--- src/rtl/count_alarm_pkg.sv ---
// Shared types and default widths for the count_alarm block.
package count_alarm_pkg;

    localparam int WIDTH  = 32;
    localparam int FCNT_W = 16;

    typedef enum logic {
        ALARM_IDLE  = 1'b0,
        ALARM_ARMED = 1'b1
    } alarm_state_e;

endpackage

--- src/rtl/count_reached.sv ---
// Wrap-aware "count has reached target" compare: the target counts as reached
// when it lies at most 2^(W-1)-1 behind count, modulo 2^W.
module count_reached #(
    parameter int W = 32
) (
    input  logic [W-1:0] count,
    input  logic [W-1:0] target,
    output logic         hit
);

    logic [W-1:0] diff;

    always_comb begin
        diff = count - target;
        hit  = ~diff[W-1];
    end

endmodule

--- src/rtl/count_alarm.sv ---
// Programmable one-shot / periodic alarm on a free-running counter. It emits a
// registered single-cycle pulse per fire and keeps a saturating fire count.
module count_alarm #(
    parameter int WIDTH  = count_alarm_pkg::WIDTH,
    parameter int FCNT_W = count_alarm_pkg::FCNT_W
) (
    input  logic              clk,
    input  logic              rst,
    input  logic [WIDTH-1:0]  count,
    input  logic              cfg_valid,
    output logic              cfg_ready,
    input  logic [WIDTH-1:0]  cfg_target,
    input  logic [WIDTH-1:0]  cfg_period,
    input  logic              cancel,
    output logic              alarm,
    output logic              armed,
    output logic [FCNT_W-1:0] fire_cnt,
    output logic              overrun
);

    import count_alarm_pkg::*;

    alarm_state_e      state_q, state_d;
    logic [WIDTH-1:0]  target_q, target_d;
    logic [WIDTH-1:0]  period_q, period_d;
    logic              alarm_q, alarm_d;
    logic [FCNT_W-1:0] fire_cnt_q, fire_cnt_d;
    logic              overrun_q, overrun_d;

    logic [WIDTH-1:0]  reload_target;
    logic              hit;
    logic              reload_hit;

    assign reload_target = target_q + period_q;

    count_reached #(.W(WIDTH)) u_hit (
        .count  (count),
        .target (target_q),
        .hit    (hit)
    );

    // Checks whether the reloaded target is already behind the current count.
    count_reached #(.W(WIDTH)) u_reload_hit (
        .count  (count),
        .target (reload_target),
        .hit    (reload_hit)
    );

    always_comb begin
        state_d    = state_q;
        target_d   = target_q;
        period_d   = period_q;
        alarm_d    = 1'b0;
        fire_cnt_d = fire_cnt_q;
        overrun_d  = overrun_q;

        unique case (state_q)
            ALARM_IDLE: begin
                if (cfg_valid) begin
                    state_d    = ALARM_ARMED;
                    target_d   = cfg_target;
                    period_d   = cfg_period;
                    fire_cnt_d = '0;
                    overrun_d  = 1'b0;
                end
            end
            ALARM_ARMED: begin
                // cancel takes priority over a hit sampled on the same edge
                if (cancel) begin
                    state_d = ALARM_IDLE;
                end else if (hit) begin
                    alarm_d = 1'b1;
                    if (fire_cnt_q != {FCNT_W{1'b1}}) begin
                        fire_cnt_d = fire_cnt_q + FCNT_W'(1);
                    end
                    if (period_q == '0) begin
                        state_d = ALARM_IDLE;
                    end else begin
                        target_d = reload_target;
                        if (reload_hit) begin
                            overrun_d = 1'b1;
                        end
                    end
                end
            end
            default: state_d = ALARM_IDLE;
        endcase
    end

    always_ff @(posedge clk) begin
        if (!rst) begin
            state_q    <= ALARM_IDLE;
            target_q   <= '0;
            period_q   <= '0;
            alarm_q    <= 1'b0;
            fire_cnt_q <= '0;
            overrun_q  <= 1'b0;
        end else begin
            state_q    <= state_d;
            target_q   <= target_d;
            period_q   <= period_d;
            alarm_q    <= alarm_d;
            fire_cnt_q <= fire_cnt_d;
            overrun_q  <= overrun_d;
        end
    end

    assign cfg_ready = (state_q == ALARM_IDLE);
    assign armed     = (state_q == ALARM_ARMED);
    assign alarm     = alarm_q;
    assign fire_cnt  = fire_cnt_q;
    assign overrun   = overrun_q;

endmodule

--- config.mk ---
export PLATFORM = sky130hd
export DESIGN_NAME = count_alarm
export DESIGN_NICKNAME = d
export VERILOG_FILES = /design/src/rtl/count_alarm_pkg.sv /design/src/rtl/count_reached.sv /design/src/rtl/count_alarm.sv
export SDC_FILE = /design/constraint.sdc
export NUM_CORES = 1
export LEC_CHECK = 0
export CORE_MARGIN = 2
export CORE_UTILIZATION = 54
export DETAILED_ROUTE_END_ITERATION = 16
export PLACE_DENSITY = 0.86
export SLEW_MARGIN = 20
export SYNTH_ARGS = -nofsm -noshare
export SYNTH_HDL_FRONTEND = slang
export SYNTH_SLANG_ARGS = --single-unit
--- constraint.sdc ---
create_clock -name clk -period 4.58 [get_ports clk]
set_input_delay 0.916 -clock clk [delete_from_list [all_inputs] [get_ports clk]]
set_output_delay 0.916 -clock clk [all_outputs]
set_load 0.01 [all_outputs]
==> impl_metrics.xml <==
<?xml version="1.0" encoding="UTF-8"?>
<metrics>
  <group name="run_status">
    <metric name="run_status" unit="">complete, no violations</metric>
  </group>
  <group name="critical_path">
    <metric name="cp_data_required_time" unit="ns">4.82</metric>
    <metric name="startpoint_type" unit="">register</metric>
    <metric name="timing.critical_path.cells" unit="">ha_4 -&gt; fa_2 -&gt; a211oi_2 -&gt; nor2_2 -&gt; o311a_4 -&gt; o311ai_4 -&gt; o21ai_2 -&gt; nor3_2 -&gt; xor2_1 -&gt; ha_1 -&gt; nand4_1 -&gt; a211o_1 -&gt; o211ai_1 -&gt; a2111oi_1 -&gt; and3b_1 -&gt; nor3_2 -&gt; xnor2_1 -&gt; xnor2_1 -&gt; o21ai_1</metric>
    <metric name="critical_path_arrival" unit="ns">4.63</metric>
    <metric name="critical_path.top_delay_family" unit="">compound AO/OA/AOI/OAI gates</metric>
    <metric name="critical_path.max_stage_delay" unit="ns">0.39</metric>
    <metric name="worst-setup-path-type" unit="">reg -&gt; reg</metric>
    <metric name="cpMaxStageDelayCell" unit="">sky130_fd_sc_hd__fa_2</metric>
    <metric name="critical_path.max_fanout" unit="">3</metric>
    <metric name="crit_path_end_kind" unit="">register</metric>
    <metric name="crit_buf_inv" unit="">0</metric>
  </group>
  <group name="pwr">
    <metric name="total_leakage_power" unit="nW">3.52</metric>
    <metric name="ir_worst_vdd" unit="mV">0.162</metric>
    <metric name="power_density" unit="mW/mm^2">284</metric>
  </group>
  <group name="finish">
    <metric name="seqCellArea" unit="mm^2">0.00166</metric>
    <metric name="n_fill_cell" unit="">976</metric>
    <metric name="fin_nets" unit="">1157</metric>
    <metric name="final_area" unit="mm^2">0.00847</metric>
    <metric name="num_antenna_cells" unit="">0</metric>
    <metric name="syn2layout_area_growth" unit="%">27.0</metric>
    <metric name="multi_input_gate_area" unit="mm^2">0.00479</metric>
    <metric name="layout_cell_share_with_drive_strength_beyond_1" unit="%">7.22</metric>
  </group>
  <group name="yosys">
    <metric name="yosys-top-cells-area" unit="">sky130_fd_sc_hd__dfxtp_1 25%, sky130_fd_sc_hd__ha_1 17%, sky130_fd_sc_hd__nand2_1 6.9%, sky130_fd_sc_hd__a21oi_1 6.8%, sky130_fd_sc_hd__o21ai_0 4.1%</metric>
    <metric name="count_of_yosys_warnings_during_synthesis" unit="">0</metric>
    <metric name="synth-seq-area-share" unit="%">24.9</metric>
    <metric name="yosys.area_share.xor_xnor" unit="%">4.97</metric>
    <metric name="synthCells" unit="">850</metric>
    <metric name="ys_ff_latch" unit="">83</metric>
    <metric name="synth_compound_gate_area_share" unit="%">25.2</metric>
    <metric name="post_synth_and_or_nand_nor_area_fraction" unit="%">20.0</metric>
    <metric name="synth_top_cell_area_share" unit="%">24.9</metric>
    <metric name="synth_fp_nets" unit="">1043</metric>
    <metric name="synth_cell_types" unit="">64</metric>
    <metric name="synth-edff-count" unit="">0</metric>
    <metric name="synth_mux_area_share" unit="%">2.61</metric>
    <metric name="synth_top_cell_by_area" unit="">sky130_fd_sc_hd__dfxtp_1</metric>
    <metric name="share_of_flip_flops_with_an_asynchronous_set_or_reset_after_synthesis" unit="%">0</metric>
    <metric name="post_synth_instance_area" unit="mm^2">0.00667</metric>
    <metric name="syn_avg_cell_area" unit="um^2">7.85</metric>
    <metric name="synthAdderAreaFrac" unit="%">17.6</metric>
    <metric name="yosys_most_used_dff" unit="">sky130_fd_sc_hd__dfxtp_1</metric>
    <metric name="dominant_combinational_cell_family_by_area_after_synthesis" unit="">compound AO/OA/AOI/OAI gates</metric>
  </group>
  <group name="placement">
    <metric name="dpl_cell_area" unit="mm^2">0.00800</metric>
    <metric name="post-place-ws" unit="ns">-0.0553</metric>
    <metric name="dp_hpwl" unit="um">14600</metric>
    <metric name="gpl.final_weighted_congestion" unit="">0.956</metric>
    <metric name="portBuffers" unit="">119</metric>
  </group>
  <group name="global_routing">
    <metric name="grt_util_all_layers" unit="%">29.7</metric>
    <metric name="grt_first_pass_wirelength" unit="um">31300</metric>
    <metric name="globalRoute.totalOverflow" unit="">0</metric>
    <metric name="grt_antenna_before_repair" unit="">0</metric>
    <metric name="maximum_number_of_pins_on_one_net_before_global_route_repair" unit="">41</metric>
    <metric name="grt_pass1_vias" unit="">6524</metric>
  </group>
  <group name="timing">
    <metric name="worst_hold_slack" unit="ns">0.480</metric>
    <metric name="skew" unit="ns">0.00675</metric>
    <metric name="clock.fmax" unit="MHz">228</metric>
    <metric name="timing.final.crit_share" unit="%">95.9</metric>
    <metric name="tns" unit="ns">0</metric>
    <metric name="timing_worst_slew_pin_value" unit="ns">0.768</metric>
    <metric name="unrepaired_setup_endpoints_after_global_routing" unit="">true</metric>
    <metric name="final.min_clock_period" unit="ns">4.39</metric>
    <metric name="timing.final.setup_violations" unit="">0</metric>
    <metric name="timing.final.hold_violations" unit="">0</metric>
    <metric name="timing.max_slew.rel_slack" unit="%">48.7</metric>
    <metric name="setup_ws" unit="ns">0.189</metric>
    <metric name="final-max-slew-violation-count" unit="">0</metric>
  </group>
  <group name="clock_network">
    <metric name="worst_skew_pair.late_latency" unit="ns">0.35</metric>
    <metric name="cts-root-to-sink-buffers" unit="">2</metric>
    <metric name="cts_hold_buffers" unit="">0</metric>
    <metric name="clock_tree.htree_level_count" unit="">3</metric>
    <metric name="tritoncts_sink_count" unit="">83</metric>
    <metric name="clkSlewWorstSetupHoldPaths" unit="ns">0.07</metric>
    <metric name="clock-root-buffer" unit="">sky130_fd_sc_hd__clkbuf_16</metric>
    <metric name="numCtsBuffers" unit="">9</metric>
    <metric name="cts_tree" unit="">done</metric>
  </group>
  <group name="flow_run">
    <metric name="cap_viol_max_count" unit="">0</metric>
  </group>
  <group name="floorplanning">
    <metric name="die_w" unit="um">115</metric>
    <metric name="placement_rows" unit="">40</metric>
    <metric name="die-area" unit="mm^2">0.0133</metric>
    <metric name="die_height" unit="um">115</metric>
    <metric name="pin_count" unit="">120</metric>
    <metric name="coreArea" unit="mm^2">0.0120</metric>
    <metric name="effective_utilization_at_floorplan" unit="%">55.5</metric>
  </group>
  <group name="routing">
    <metric name="avgViaCountPerCell" unit="">6.10</metric>
    <metric name="detailedRoute.firstPassIterationCount" unit="">5</metric>
    <metric name="detailedRoute.firstIterationViolations" unit="">356</metric>
    <metric name="wl" unit="um">19400</metric>
    <metric name="drt.antenna.violating_nets" unit="">0</metric>
    <metric name="route.vias.total" unit="">6803</metric>
    <metric name="drt-wirelength-per-cell" unit="um">17.4</metric>
    <metric name="drt_drc_violations_left" unit="">0</metric>
  </group>
  <group name="worst_hold_path">
    <metric name="hp-class" unit="">reg -&gt; reg</metric>
  </group>
</metrics>
-- per-stage QoR --
step	instances	util, %	power (W)
floorplan	850	-	0.00133
global placement	1092	66.6	0.00157
detailed placement	1092	66.6	0.00159
CTS	1113	69.8	0.00238
global route	1116	70.5	0.00253
finish	1116	70.5	0.00241
-- worst reg2reg max path: cells and delay by family (launching register included) --
family	cells	cell delay (ns)
AO/OA/AOI/OAI	8	1.65
adder cells (fa/ha/maj)	3	0.80
XOR/XNOR	3	0.63
AND/OR/NAND/NOR	5	0.84
flip-flops	1	0.35
-- worst paths after layout --
check | from | endpoint | slack [ns] | depth (start not counted)
max | target_q[0] | overrun | 0.19 | 19
min | period_q[2] | period_q[2] | 0.48 | 2
max reg2reg | target_q[0] | overrun | 0.19 | 19
min reg2reg | period_q[2] | period_q[2] | 0.48 | 2
-- cells in the mapped netlist (16+ instances only) --
cell                         n
sky130_fd_sc_hd__o211ai_1   20
sky130_fd_sc_hd__a21oi_1    90
sky130_fd_sc_hd__nand2_1   123
sky130_fd_sc_hd__xor2_1     18
sky130_fd_sc_hd__xnor2_1    18
sky130_fd_sc_hd__nand4_1    18
sky130_fd_sc_hd__clkbuf_1   27
sky130_fd_sc_hd__o21ai_0    54
sky130_fd_sc_hd__ha_1       92
sky130_fd_sc_hd__a21o_1     17
sky130_fd_sc_hd__inv_1      43
sky130_fd_sc_hd__nand3_1    16
sky130_fd_sc_hd__dfxtp_1    83
sky130_fd_sc_hd__nor2_1     54
-- sequential cells by signal (all words and copies together), names as in the netlist --
register and flops:
fire_cnt 16, armed 1, alarm 1, overrun 1, period_q 32, target_q 32
-- cell families after synthesis --
kind of cell | Yosys count
xor gates and xnor gates | 37
and+or+nand+nor | 281
DFF | 83
buffers and inverters | 78
adders and majority gates | 93
muxes | 16
AOI/OAI and AO/OA | 262
-- metal layers --
layer,vias up,wire length [um],global-route usage [%]
met2,266,8710,48.0
li1,3331,-,-
met1,3151,8720,39.6
met5,-,0,0
met3,55,1370,4.48
met4,0,599,12.4
-- timing repair --
| item | in CTS | in global routing |
|---|---|---|
| setup buffers | 5 | 3 |
| setup endpoints to repair | 1 | 1 |
| pin swaps | 8 | 19 |
| gates resized for setup | 8 | 16 |
-- where the power goes --
| group | switching, W | internal, W | leakage, nW |
|---|---|---|---|
| clock | 0.000326 | 0.000455 | 0.152 |
| sequential | 0.0000503 | 0.000771 | 0.682 |
| combinational | 0.000439 | 0.000365 | 2.68 |
| total | 0.000816 | 0.00159 | 3.52 |
-- layout by cell type (no fill, tap or decap), types with 11 or more instances in the layout --
cell	n
sky130_fd_sc_hd__xnor2_1	18
sky130_fd_sc_hd__o21a_1	13
sky130_fd_sc_hd__o211a_1	12
sky130_fd_sc_hd__nand2_1	123
sky130_fd_sc_hd__nor2_1	52
sky130_fd_sc_hd__mux2i_1	14
sky130_fd_sc_hd__or3_1	11
sky130_fd_sc_hd__ha_1	91
sky130_fd_sc_hd__inv_1	43
sky130_fd_sc_hd__a21oi_1	86
sky130_fd_sc_hd__nand3_1	16
sky130_fd_sc_hd__dfxtp_1	81
sky130_fd_sc_hd__a21o_1	17
sky130_fd_sc_hd__a31oi_1	12
sky130_fd_sc_hd__nand4_1	18
sky130_fd_sc_hd__o21ai_0	52
sky130_fd_sc_hd__o211ai_1	20
sky130_fd_sc_hd__clkdlybuf4s50_1	119
sky130_fd_sc_hd__xor2_1	17
sky130_fd_sc_hd__buf_4	16
-- layout make-up --
cell class | instances | area share, %
Inverter | 44 | 1.95
Tap cell | 147 | 2.17
Clock inverter | 5 | 0.709
Timing Repair Buffer | 137 | 16.0
Sequential cell | 83 | 19.6
Clock buffer | 11 | 2.98
Multi-Input combinational cell | 689 | 56.6
No activity file was read; power rests on OpenSTA's default activity.
